**src/rtl/cotm32_pkg.sv**
```systemverilog
// Shared core constants and types for the cotm32 data-side memory path.
// Holds bus widths, data memory size and the dmem_arbiter FSM state encoding.
// No logic; imported by the arbiter and its winner-select helper.
package cotm32_pkg;

  localparam int XLEN           = 32;
  localparam int BYTE_WIDTH     = 8;
  localparam int DATA_MEM_SIZE  = 1024;
  localparam int DMEM_ARB_PORTS = 2;

  typedef enum logic [1:0] {
    IDLE   = 2'd0,
    ACCESS = 2'd1,
    RESP   = 2'd2
  } dmem_arb_state_e;

endpackage

```
**src/rtl/dmem_arb_pick.sv**
```systemverilog
// Winner select between the two dmem requesters (DMEM_ARB_RR_EN: round-robin, else port 0 priority).
// Latency: combinational pick; the tie pointer updates on the grant edge.
// Backpressure: the pointer only advances when the pick is actually taken by the FSM.
module dmem_arb_pick
  import cotm32_pkg::*;
(
`ifdef DMEM_ARB_RR_EN
  input  logic                      i_clk,
  input  logic                      i_rst_n,
  input  logic                      grant_take,
`endif
  input  logic [DMEM_ARB_PORTS-1:0] req_valid,
  output logic                      pick_vld,
  output logic                      pick_idx
);

  assign pick_vld = |req_valid;

`ifdef DMEM_ARB_RR_EN
  // ptr_q names the port that wins the next tie; it starts at the core port.
  logic ptr_q;

  // Tie goes to the pointer; a lone requester wins outright.
  always_comb begin
    pick_idx = req_valid[1];
    if (&req_valid) pick_idx = ptr_q;
  end

  // After every grant the other port becomes the favoured one.
  always_ff @(posedge i_clk) begin
    if (!i_rst_n) ptr_q <= 1'b0;
    else if (grant_take) ptr_q <= ~pick_idx;
  end
`else
  // Core port always wins; port 1 only when port 0 is silent.
  always_comb begin
    pick_idx = !req_valid[0] && req_valid[1];
  end
`endif

endmodule

```
**src/rtl/dmem_arbiter.sv**
```systemverilog
// Shares data_mem between the core LSU (port 0) and a DMA/debug master (port 1), one access at a time.
// Latency: handshake at edge N, memory access in cycle N+1, response valid from cycle N+2 (3 cycles min).
// Backpressure: ready is low outside IDLE; a response is held until its port's resp_ready. DMEM_ARB_RR_EN = round-robin.
module dmem_arbiter
  import cotm32_pkg::*;
#(
  parameter  int MEM_SIZE   = DATA_MEM_SIZE,
  parameter  int DATA_WIDTH = XLEN,
  localparam int NB         = DATA_WIDTH / BYTE_WIDTH
) (
  input  logic                                 i_clk,
  input  logic                                 i_rst_n,
  input  logic [DMEM_ARB_PORTS-1:0]            i_req_valid,
  output logic [DMEM_ARB_PORTS-1:0]            o_req_ready,
  input  logic [DMEM_ARB_PORTS-1:0]            i_req_we,
  input  logic [DMEM_ARB_PORTS*XLEN-1:0]       i_req_addr,
  input  logic [DMEM_ARB_PORTS*DATA_WIDTH-1:0] i_req_wdata,
  input  logic [DMEM_ARB_PORTS*NB-1:0]         i_req_wstrb,
  output logic [DMEM_ARB_PORTS-1:0]            o_resp_valid,
  input  logic [DMEM_ARB_PORTS-1:0]            i_resp_ready,
  output logic [DATA_WIDTH-1:0]                o_resp_rdata,
  output logic                                 o_resp_err,
  output logic                                 o_mem_we,
  output logic [XLEN-1:0]                      o_mem_addr,
  output logic [DATA_WIDTH-1:0]                o_mem_wdata,
  output logic [NB-1:0]                        o_mem_wstrb,
  input  logic [DATA_WIDTH-1:0]                i_mem_rdata
);

  // One extra bit so addr + NB near the top of the address space cannot wrap into range.
  localparam logic [XLEN:0] NB_EXT   = (XLEN+1)'(NB);
  localparam logic [XLEN:0] SIZE_EXT = (XLEN+1)'(MEM_SIZE);

  dmem_arb_state_e       state_q;
  logic                  idx_q;
  logic                  we_q;
  logic [XLEN-1:0]       addr_q;
  logic [DATA_WIDTH-1:0] wdata_q;
  logic [NB-1:0]         wstrb_q;
  logic                  resp_vld_q;
  logic [DATA_WIDTH-1:0] resp_rdata_q;
  logic                  resp_err_q;

  logic pick_vld;
  logic pick_idx;
  logic take;
  logic in_access;
  logic range_err;

  dmem_arb_pick u_pick (
`ifdef DMEM_ARB_RR_EN
    .i_clk      (i_clk),
    .i_rst_n    (i_rst_n),
    .grant_take (take),
`endif
    .req_valid  (i_req_valid),
    .pick_vld   (pick_vld),
    .pick_idx   (pick_idx)
  );

  assign take      = i_rst_n && (state_q == IDLE) && pick_vld;
  assign in_access = (state_q == ACCESS);
  assign range_err = ({1'b0, addr_q} + NB_EXT) > SIZE_EXT;

  // Ready goes only to the current winner, and only while idle and out of reset.
  always_comb begin
    o_req_ready = '0;
    if (take) o_req_ready[pick_idx] = 1'b1;
  end

  // Response valid is steered to the port that owns the in-flight transaction.
  always_comb begin
    o_resp_valid = '0;
    if (resp_vld_q) o_resp_valid[idx_q] = 1'b1;
  end

  assign o_resp_rdata = resp_rdata_q;
  assign o_resp_err   = resp_err_q;

  // Memory port is quiet outside ACCESS; reset kills the write strobe in the same cycle.
  assign o_mem_we    = in_access && we_q && !range_err && i_rst_n;
  assign o_mem_addr  = in_access ? addr_q  : '0;
  assign o_mem_wdata = in_access ? wdata_q : '0;
  assign o_mem_wstrb = in_access ? wstrb_q : '0;

  // Request latch, single access cycle, then hold the response until the owner takes it.
  always_ff @(posedge i_clk) begin
    if (!i_rst_n) begin
      state_q      <= IDLE;
      idx_q        <= 1'b0;
      we_q         <= 1'b0;
      addr_q       <= '0;
      wdata_q      <= '0;
      wstrb_q      <= '0;
      resp_vld_q   <= 1'b0;
      resp_rdata_q <= '0;
      resp_err_q   <= 1'b0;
    end else begin
      case (state_q)
        IDLE: begin
          if (take) begin
            idx_q   <= pick_idx;
            we_q    <= pick_idx ? i_req_we[1] : i_req_we[0];
            addr_q  <= pick_idx ? i_req_addr[2*XLEN-1:XLEN] : i_req_addr[XLEN-1:0];
            wdata_q <= pick_idx ? i_req_wdata[2*DATA_WIDTH-1:DATA_WIDTH]
                                : i_req_wdata[DATA_WIDTH-1:0];
            wstrb_q <= pick_idx ? i_req_wstrb[2*NB-1:NB] : i_req_wstrb[NB-1:0];
            state_q <= ACCESS;
          end
        end
        ACCESS: begin
          resp_vld_q   <= 1'b1;
          resp_err_q   <= range_err;
          resp_rdata_q <= (we_q || range_err) ? '0 : i_mem_rdata;
          state_q      <= RESP;
        end
        RESP: begin
          if (i_resp_ready[idx_q]) begin
            resp_vld_q <= 1'b0;
            state_q    <= IDLE;
          end
        end
        default: state_q <= IDLE;
      endcase
    end
  end

endmodule
```
**config.mk**
```make
export PLATFORM = sky130hd
export DESIGN_NAME = dmem_arbiter
export DESIGN_NICKNAME = d
export VERILOG_FILES = /design/src/rtl/cotm32_pkg.sv /design/src/rtl/dmem_arb_pick.sv /design/src/rtl/dmem_arbiter.sv
export SDC_FILE = /design/constraint.sdc
export NUM_CORES = 1
export LEC_CHECK = 0
export ABC_AREA = 1
export CAP_MARGIN = 20
export CORE_MARGIN = 1
export CORE_UTILIZATION = 30
export CTS_BUF_LIST = sky130_fd_sc_hd__clkbuf_4 sky130_fd_sc_hd__clkbuf_8
export DETAILED_ROUTE_END_ITERATION = 8
export PLACE_DENSITY_LB_ADDON = 0.05
export SLEW_MARGIN = 10
export SYNTH_ARGS = -nofsm -noshare
export SYNTH_HDL_FRONTEND = slang
export SYNTH_SLANG_ARGS = --single-unit
```
**constraint.sdc**
```tcl
create_clock -name i_clk -period 2.2 [get_ports i_clk]
set_input_delay 0.55 -clock i_clk [delete_from_list [all_inputs] [get_ports i_clk]]
set_output_delay 0.55 -clock i_clk [all_outputs]
set_load 0.05 [all_outputs]
```
==> impl_metrics.ini <==
[run_status]
status = complete, but fails checks
violations = setup timing

[die]
ios = 282
rows = 51
design.core.area_um2 = 19600
die_x_um = 144
start_util_pct = 30.8
dieHeight_um = 144
dieArea_um2 = 20700

[timing]
rsz0062_at_grt = true
max_freq_mhz = 357
finalClockSkew_ns = 0.0191
worstMarginPinSlew_ns = 0.790
relSlewSlack_pct = 47.3
worst_slack_ns = -0.598
hold_violations = 0
drv_slew = 0
setup_violations = 27
tns_ns = -1.12
layout_min_cycle_time_ns = 2.80
period_share_pct = 127

[yosys]
synth_nets = 1168
synth.largest_area_cell = dfxtp_1
synth.top_cell.area_share_pct = 35.1
syn_area_um2 = 6040
yosys_warnings = 0
synth_seq_cells = 106
yosysSeqAreaShare_pct = 35.1
synth_area_leaders = dfxtp_1 (35%), nand2_1 (22%), nor2_1 (10%)
ys_types = 26
syn_area_per_cell_um2 = 6.09
syn_inst = 992

[drt]
ant_nets = 0
dr.first_iter.drc_count = 264
vias = 7328
routed_wirelength_mm = 24.6
wire_per_inst_um = 15.2
drcViolationCount = 0
viasPerCell = 4.54
dr.pass1.iters = 4

[global_route]
grt.overflow.total = 0
grt_first_pass_wirelength_mm = 36.4
antenna_found_initial = 0
grt_max_degree = 70
grt_pass1_vias = 6888
track_usage_pct = 22.8

[worst_setup_path]
r2r-start = addr_q[4]
crit_fanout = 7
worstPathRequired_ns = 1.65
end_kind = output port
path_class = reg -> out
cp-start-kind = flop
arrival_ns = 2.25
critPathLaunch = addr_q[4]

[clock_network]
cts_inserted_buffers = 9
clk_latency_ns = 0.39
cts_tree = built
root_buffer = clkbuf_8
htree_levels = 3
clkSinkCount = 106
path_clk_slew_ns = 0.12
clk_path_buf_depth = 2

[placed_design]
routabilityCongestion = 0.905
io_buffer_count = 281
place_hpwl_mm = 18.1

[power]
power_density_nw_per_um2 = 446
ir_drop_uv = 280
p_leak_uw = 0.00433
p_total_uw = 5190

[worst_hold_path]
worstHoldStart = state_q[0]
hold_class = reg -> reg

[final_layout]
seqCellArea_um2 = 2170
n_antenna_cell = 0
multi_input_area_um2 = 3870
fillCellCount = 1910
drive_above_1_share_pct = 31.0
num-nets-final = 1523
area_growth_pct = 92.9

[run]
maxCapViolations = 0
==> cells by family (layout without fill, tap and decap cells) <==
| family | Yosys count | count (layout) | share of synthesized area (%) |
|---|---|---|---|
| buffers and inverters | 172 | 530 | 11.1 |
| and+or+nand+nor | 598 | 598 | 41.4 |
| muxes | 1 | 1 | 0.166 |
| DFF | 106 | 106 | 35.1 |
| AOI/OAI and AO/OA | 115 | 115 | 12.2 |
==> critical path, cell delays in order, from the launching register on <==
cell and delay (ns):
dfxtp_4 0.39, nand2_4 0.07, nor2_8 0.22, nand2_4 0.09
nor2_4 0.19, nand2_1 0.08, nand2_1 0.05, nand2_1 0.06
nor2_1 0.09, nand2_1 0.07, nor2_2 0.12, nand3_2 0.11
a21oi_4 0.16, buf_12 0.15
==> worst paths after layout <==
check	to	slack, ns	cells past startpoint
worst min-delay path	state_q[0]	0.45	1
worst min register to register	state_q[0]	0.45	1
worst max-delay path	o_mem_we	-0.60	13
worst max register to register	o_resp_rdata[19]	-0.04	16
==> cell usage in the layout (no fill, tap or decap), drive strengths merged <==
master,netlist,routed
nand2,362,362
clkdlybuf4s50,0,205
buf,9,185
nor2,172,172
inv,120,122
dfxtp,106,106
a31oi,69,69
nand3,55,55
a21oi,36,36
clkbuf,43,12
o21ai,9,9
nand4,6,6
dlygate4sd2,0,3
clkinvlp,0,2
nor4,2,2
and2,1,1
mux2i,1,1
o221ai,1,1
bufinv,0,1
==> synth_stat cells <==
cell	number
nand2_1	357
nor2_1	163
inv_1	115
dfxtp_1	106
a31oi_1	69
clkbuf_1	43
nand3_1	36
a21oi_2	19
nand3_2	19
a21oi_1	17
nand4_1	6
inv_2	5
nand2_2	5
nor2_2	5
o21ai_0	5
o21ai_1	4
buf_1	3
buf_2	3
buf_6	3
nor2_4	3
and2_1	1
mux2i_1	1
nor2_8	1
nor4_1	1
nor4_2	1
o221ai_1	1
==> registers in the layout, summed over array words and instances (netlist names) <==
register      cells
wdata_q          32
o_resp_err        1
addr_q           32
resp_vld_q        1
wstrb_q           4
we_q              1
o_resp_rdata     32
idx_q             1
state_q           2
==> per-stage QoR <==
stage	util [%]	instances	cell area [um2]	setup slack (ns)	hold slack (ns)
6_report	59.5	1615	11700	-0.598	0.446
5_1_grt	59.5	1615	11700	-0.743	0.463
4_1_cts	57.1	1605	11200	-0.613	0.474
3_5_place_dp	54.4	1584	10700	-0.352	0.458
3_3_place_gp	54.4	1584	10700	-0.400	0.452
2_1_floorplan	-	992	6150	-0.102	0.438
==> what timing repair did <==
action,4_1_cts,5_1_grt
setup endpoints to repair,85,102
gates cloned,1,4
hold endpoints to repair,0,0
setup buffers,6,7
resized for setup,104,88
hold buffers,0,0
pin swaps,18,21
==> per-layer routing <==
| metal | global-route usage (%) | vias to the layer above | part of all wire, % |
|---|---|---|---|
| met1 | 27.7 | 3296 | 43 |
| met2 | 37.4 | 215 | 47 |
| li1 | - | 3790 | - |
| met4 | 6.94 | 0 | 2.1 |
| met3 | 8.00 | 27 | 8.3 |
| met5 | 0 | - | 0 |
==> power breakdown <==
group | leakage (uW) | switching (uW) | internal (uW) | total, uW
registers | 0.000877 | 85.3 | 2030 | 2120
logic | 0.00337 | 947 | 854 | 1800
clock network | 0.0000897 | 747 | 528 | 1270
==> final cells by class <==
class,instances,share of cell area (%)
Timing Repair Buffer,396,39.7
Multi-Input combinational cell,714,33.2
Sequential cell,106,18.7
Inverter,120,3.93
Tap cell,265,2.85
Clock buffer,9,1.06
Clock inverter,5,0.558
Power figures use the tool's default switching activity.
